`config.mk`:
```
export PLATFORM = sky130hd
export DESIGN_NAME = loop_sequencer
export DESIGN_NICKNAME = d
export VERILOG_FILES = /design/src/rtl/loop_pkg.sv /design/src/rtl/loop_addr_gen.sv /design/src/rtl/loop_sequencer.sv
export SDC_FILE = /design/constraint.sdc
export NUM_CORES = 1
export LEC_CHECK = 0
export BUFFER_PORTS_ARGS = -buffer_cell sky130_fd_sc_hd__buf_4
export CORE_ASPECT_RATIO = 0.6
export CORE_UTILIZATION = 47
export CTS_CLUSTER_SIZE = 12
export DETAILED_ROUTE_END_ITERATION = 12
export SYNTH_ARGS = -nofsm -noshare
export SYNTH_HDL_FRONTEND = slang
export SYNTH_SLANG_ARGS = --single-unit
```
`constraint.sdc`:
```
create_clock -name clk -period 21 [get_ports clk]
set_input_delay 1.05 -clock clk [delete_from_list [all_inputs] [get_ports clk]]
set_output_delay 1.05 -clock clk [all_outputs]
set_load 0.005 [all_outputs]
```
`src/rtl/loop_pkg.sv`:
```
// Shared types for the loop sequencer: FSM state encoding, rate level type
// and the default rate magnitude limit.
package loop_pkg;

  typedef enum logic [1:0] {
    IDLE   = 2'd0,
    RECORD = 2'd1,
    PLAY   = 2'd2
  } loop_state_t;

  localparam int RATE_MAX_DEF = 3;

  // Signed playback rate level; holds -RATE_MAX..+RATE_MAX.
  typedef logic signed [2:0] rate_t;

endpackage

```
`src/rtl/loop_addr_gen.sv`:
```
// Combinational next play pointer: advances ptr by step around a loop of
// loop_len samples, forward or (reverse=1) descending. The step is first
// folded below loop_len so that a single wrap always lands in range, even
// for very short loops.
module loop_addr_gen #(
  parameter int ADDR_W   = 16,
  parameter int STEP_MAX = 4
) (
  input  logic [ADDR_W:0] ptr,
  input  logic [ADDR_W:0] step,
  input  logic [ADDR_W:0] loop_len,
  input  logic            reverse,
  output logic [ADDR_W:0] next_ptr
);

  logic [ADDR_W:0]   step_r;
  logic [ADDR_W+1:0] sum;

  // Fold the step, then apply one forward or backward wrap.
  always_comb begin
    step_r = step;
    for (int i = 0; i < STEP_MAX; i++) begin
      if (loop_len != '0 && step_r >= loop_len) step_r = step_r - loop_len;
    end
    sum      = {1'b0, ptr} + {1'b0, step_r};
    next_ptr = '0;
    if (loop_len == '0) begin
      next_ptr = '0;
    end else if (!reverse) begin
      if (sum >= {1'b0, loop_len}) next_ptr = (ADDR_W+1)'(sum - {1'b0, loop_len});
      else                         next_ptr = sum[ADDR_W:0];
    end else begin
      if (ptr < step_r) next_ptr = ptr + loop_len - step_r;
      else              next_ptr = ptr - step_r;
    end
  end

endmodule

```
`src/rtl/loop_sequencer.sv`:
```
// Loop sequencer: records codec samples into loop memory, then plays them
// back at an adjustable rate and direction.
// Optional feature macro: LOOP_SEQ_RATE_EN (signed rate control with
// speed_up/slow_down; when undefined playback always steps by one).
//
// Codec handshake: a sample tick occurs in any cycle where codec_read_ready
// and codec_write_ready are both high; codec_read and codec_write then pulse
// together for exactly one cycle, the cycle after the tick, and never otherwise.
module loop_sequencer
  import loop_pkg::*;
#(
  parameter int ADDR_W   = 16,
  parameter int RATE_MAX = RATE_MAX_DEF
) (
  input  logic              clk,
  input  logic              reset,
  input  logic              rec_btn,
  input  logic              speed_up,
  input  logic              slow_down,
  input  logic              reverse,
  input  logic              codec_read_ready,
  input  logic              codec_write_ready,
  output logic              codec_read,
  output logic              codec_write,
  output logic [ADDR_W-1:0] mem_addr,
  output logic              mem_we,
  output logic              play_src,
  output logic [1:0]        state,
  output logic [ADDR_W:0]   loop_len,
  output logic signed [2:0] rate
);

  localparam logic [ADDR_W:0] ONE  = {{ADDR_W{1'b0}}, 1'b1};
  localparam logic [ADDR_W:0] LAST = {1'b0, {ADDR_W{1'b1}}};

  loop_state_t       state_q, state_d;
  logic              tick;
  logic [ADDR_W:0]   ptr_q, ptr_d;   // sample count in RECORD, play pointer in PLAY
  logic [ADDR_W:0]   len_q, len_d;
  logic [ADDR_W-1:0] wr_addr_q;
  logic              strobe_q, we_q;
  logic [ADDR_W:0]   step;
  logic              advance;
  logic [ADDR_W:0]   ptr_adv;
  rate_t             rate_q;

  assign tick = codec_read_ready & codec_write_ready;

`ifdef LOOP_SEQ_RATE_EN
  rate_t      rate_d;
  logic [1:0] hold_q, hold_d;
  logic [1:0] hold_lim;

  // Saturating rate level; simultaneous up and down cancel.
  always_comb begin
    rate_d = rate_q;
    if (speed_up && !slow_down && rate_q < rate_t'(RATE_MAX))
      rate_d = rate_q + 3'sd1;
    else if (slow_down && !speed_up && rate_q > -rate_t'(RATE_MAX))
      rate_d = rate_q - 3'sd1;
  end

  // Negative rates hold each address for |r|+1 ticks.
  assign hold_lim = 2'(-rate_q);
  assign step     = rate_q[2] ? ONE : (ADDR_W+1)'(rate_q[1:0]) + ONE;
  assign advance  = !rate_q[2] || (hold_q == hold_lim);

  // Hold counter: counts ticks in PLAY at negative rates, cleared on rate change.
  always_comb begin
    hold_d = hold_q;
    if (state_q != PLAY)       hold_d = '0;
    else if (tick && rate_q[2]) hold_d = (hold_q == hold_lim) ? 2'd0 : hold_q + 2'd1;
    if (rate_d != rate_q)      hold_d = '0;
  end

  // Rate level and hold counter registers.
  always_ff @(posedge clk or negedge reset) begin
    if (!reset) begin
      rate_q <= '0;
      hold_q <= '0;
    end else begin
      rate_q <= rate_d;
      hold_q <= hold_d;
    end
  end
`else
  logic rate_unused;
  assign rate_unused = ^{speed_up, slow_down};
  assign rate_q      = '0;
  assign step        = ONE;
  assign advance     = 1'b1;
`endif

  loop_addr_gen #(
    .ADDR_W   (ADDR_W),
    .STEP_MAX (RATE_MAX + 1)
  ) u_addr_gen (
    .ptr      (ptr_q),
    .step     (step),
    .loop_len (len_q),
    .reverse  (reverse),
    .next_ptr (ptr_adv)
  );

  // FSM state register.
  always_ff @(posedge clk or negedge reset) begin
    if (!reset) state_q <= IDLE;
    else        state_q <= state_d;
  end

  // FSM next state; a tick in the same cycle as rec_btn still counts as a sample.
  always_comb begin
    state_d = state_q;
    case (state_q)
      IDLE:    if (rec_btn) state_d = RECORD;
      RECORD: begin
        if (tick && ptr_q == LAST) state_d = PLAY;
        else if (rec_btn)          state_d = (ptr_q != '0 || tick) ? PLAY : IDLE;
      end
      PLAY:    if (rec_btn) state_d = RECORD;
      default: state_d = IDLE;
    endcase
  end

  // Pointer and loop length update.
  always_comb begin
    ptr_d = ptr_q;
    len_d = len_q;
    case (state_q)
      RECORD: begin
        if (tick) ptr_d = ptr_q + ONE;
        if (state_d == PLAY) begin
          len_d = tick ? ptr_q + ONE : ptr_q;
          ptr_d = reverse ? len_d - ONE : '0;
        end else if (state_d == IDLE) begin
          ptr_d = '0;
        end
      end
      PLAY: begin
        if (tick && advance) ptr_d = ptr_adv;
        if (state_d == RECORD) ptr_d = '0;
      end
      default: ptr_d = '0;
    endcase
  end

  // Datapath registers and the one-cycle-delayed codec/memory strobes.
  always_ff @(posedge clk or negedge reset) begin
    if (!reset) begin
      ptr_q     <= '0;
      len_q     <= '0;
      wr_addr_q <= '0;
      strobe_q  <= 1'b0;
      we_q      <= 1'b0;
    end else begin
      ptr_q    <= ptr_d;
      len_q    <= len_d;
      strobe_q <= tick;
      we_q     <= tick && (state_q == RECORD);
      if (tick && state_q == RECORD) wr_addr_q <= ptr_q[ADDR_W-1:0];
    end
  end

  assign codec_read  = strobe_q;
  assign codec_write = strobe_q;
  assign mem_we      = we_q;
  assign play_src    = (state_q == PLAY);
  assign mem_addr    = we_q ? wr_addr_q : ((state_q == PLAY) ? ptr_q[ADDR_W-1:0] : '0);
  assign state       = state_q;
  assign loop_len    = len_q;
  assign rate        = rate_q;

endmodule

```
==> metrics.md <==
| Metric | Value |
|---|---|
| Status | `completed` |
| Synthesis-to-finish area growth | `6.77%` |
| Slowest-stage cell, CP | `or4_1` |
| Crit-path most repeated cell | `ha_1` |
| Worst Skew | `0.00451 ns` |
| CP peak stage delay | `0.71 ns` |
| Fin area | `10900 um^2` |
| Largest net degree at the start of global routing | `55` |
| Clk slew on worst S/H paths | `0.07 ns` |
| Post-Syn Area | `10200 um^2` |
| Synthesized area per cell | `7.49 um^2` |
| Post-DP Area | `10700 um^2` |
| Detailed Route WL | `33.6 mm` |
| Sequential cell area fraction in the yosys report | `13.3%` |
| Vias in the first global route | `8794` |
| Maximum clock insertion buffer count | `2` |
| Rows | `41` |
| Crit path launch type | `flop` |
| Die width | `192 um` |
| Post-synthesis adder-cell area fraction | `18.8%` |
| Fmax | `65.2 MHz` |
| Overall routing resource usage | `30.2%` |
| Final worst path period need | `15.33 ns` |
| CTS buffer count | `5` |
| Yosys warns | `0` |
| Initial core utilization | `48.2%` |
| H-tree Lvls | `2` |
| Slew headroom | `16.7%` |
| Overflow after GRT | `0` |
| Clock sink count | `54` |
| Die area | `22300 um^2` |
| Yosys cell types | `79` |
| Min-delay worst type | `flop to flop` |
| Vias per cell | `6.22` |
| Main combinational cell family by area after synthesis | `compound AO/OA/AOI/OAI gates` |
| Top post-synthesis cells by area | `ha_1, dfrtp_1, xnor2_1` |
| Core area | `21100 um^2` |
| Post-synthesis xor/xnor area fraction | `9.11%` |
| Worst slew pin tran | `1.25 ns` |
| Min-delay src | `wr_addr_q[0]` |
| GPL Wtd Cong | `0.936` |
| Async SR Flop Fraction | `100%` |
| Final Hold Fails | `0` |
| Critical path class | `flop to flop` |
| Post-cts sizing count | `0` |
| Period utilisation layout | `73.0%` |
| Critical Path Fanout Max | `38` |
| Mapped Cells | `1361` |
| Dominant synthesized flop cell | `dfrtp_1` |
| Flops & latches, synth | `54` |
| Worst skew pair latency | `0.30 ns` |
| Iter 0 DRT Violations | `1094` |
| Routed len/inst | `20.4 um` |
| CP endpoint kind | `flop` |
| CP Launch Point | `loop_len[1]` |
| TNS Setup | `0 ns` |
| Drt pass-1 iters | `5` |
| Synth Area in Simple Gates | `21.8%` |
| Most frequent cells in the layout | `nand2_1, nor2_1, ha_1` |
| Post-synthesis mux area share | `5.80%` |
| Root cell of the clock tree | `clkbuf_16` |
| I/O pin total | `50` |
| DP HPWL | `28.0 mm` |
| Hold Buf Count CTS | `0` |
| RR Startpoint | `loop_len[1]` |
| Critical path required time | `21.16 ns` |
| Compound-Gate Fraction of Synth Area | `26.0%` |
| Max-slew violations | `0` |
| Yosys top cell area share | `14.7%` |
| Worst EP arrival | `15.49 ns` |
| Setup bufs post-CTS | `0` |
| Most common cell after layout, fill and taps aside | `nand2_1` |
| Port-buffer cells | `44` |
| Area leader, netlist | `ha_1` |
| Die height | `116 um` |
| Post-synth EDFFs | `0` |
| CTS tree | `built` |
| Initial antenna violation count | `0` |
| Via count | `10270` |
| Max-cap violations | `0` |
| Remaining DRCs | `0` |
| Fin nets | `1518` |
| Routed Antenna Nets | `0` |
| Share of layout cells above drive strength 1 | `8.47%` |
| First-pass GRT wire length | `51.4 mm` |
| RSZ-0062 raised after global routing | `no` |
| Final setup vio count | `0` |
[path summary, 6_finish.rpt]
check	endpoint	slack [ns]	cells past startpoint
max	ptr_q[1]	5.67	50
max reg2reg	ptr_q[1]	5.67	50
min	wr_addr_q[0]	0.48	2
min in group asynchronous	mem_we	0.79	1
max in group asynchronous	codec_read	19.72	1
min reg2reg	wr_addr_q[0]	0.48	2
[Yosys cell counts, types with 6 or more instances]
cell type  number
nand2_1       128
nor2_1        127
ha_1          120
a21oi_1       111
o21ai_0       107
inv_1          73
xnor2_1        73
dfrtp_1        54
clkbuf_1       38
nand3_1        36
nor3_1         34
xor2_1         33
mux2_2         32
a21o_1         22
mux2i_1        22
fa_1           21
nand4_1        20
and2_1         19
and3_1         19
a31oi_1        18
nor2b_1        18
o21a_1         18
a211oi_1       16
o211ai_1       15
nand2b_1       14
o21bai_1       12
or3_1          11
buf_2           9
nor4_1          9
o31ai_1         9
a22oi_1         7
or2_2           7
and4_1          6
buf_4           6
[sequential cells by signal, indices dropped and copies added, names as in the netlist]
| signal | cells |
|---|---|
| mem_we | 1 |
| codec_read | 1 |
| ptr_q | 17 |
| loop_len | 17 |
| state | 2 |
| wr_addr_q | 16 |
[metrics by stage]
step	hold slack, ns	setup WS [ns]	cells	utilization, %
floorplan	0.450	9.45	1368	-
global placement	0.467	6.50	1641	50.7
detailed placement	0.472	6.27	1641	50.7
CTS	0.488	6.20	1649	51.5
global route	0.506	4.84	1649	51.5
finish	0.479	5.67	1650	51.5
[kinds of logic after synthesis]
kind of cell,Yosys count
AND/OR/NAND/NOR,463
AO/OA/AOI/OAI,410
adder cells (fa/ha/maj),141
buffers and inverters,131
XOR/XNOR,106
multiplexers,55
flip-flops,54
other,1
[critical path: cells and delay by family (launching register included)]
family	cells	cell delay [ns]
flops	1	0.55
simple gates	11	3.34
buf+inv	5	1.25
mux	2	0.78
fa+ha+maj	6	1.69
xor+xnor	1	0.11
compound gates	25	7.41
[layer usage]
layer / global-route usage (%) / up-vias / share of wire, %
met5: 0 / - / 0
li1: - / 4960 / -
met1: 51.3 / 4873 / 54
met4: 2.36 / 0 / 0.54
met3: 7.42 / 19 / 10
met2: 36.9 / 418 / 35
[cell type report]
type                            instances  area [um^2]
Clock inverter                          1         30.0
Timing Repair Buffer                   49          368
Sequential cell                        54         1350
Fill cell                            2095        10200
Clock buffer                            7          133
Inverter                               76          285
Multi-Input combinational cell       1183         8370
Tap cell                              279          349
Antenna cell                            1         2.50
Power is not shown: default switching activity piles up to over one toggle a cycle in this logic, so the estimate is an artifact.
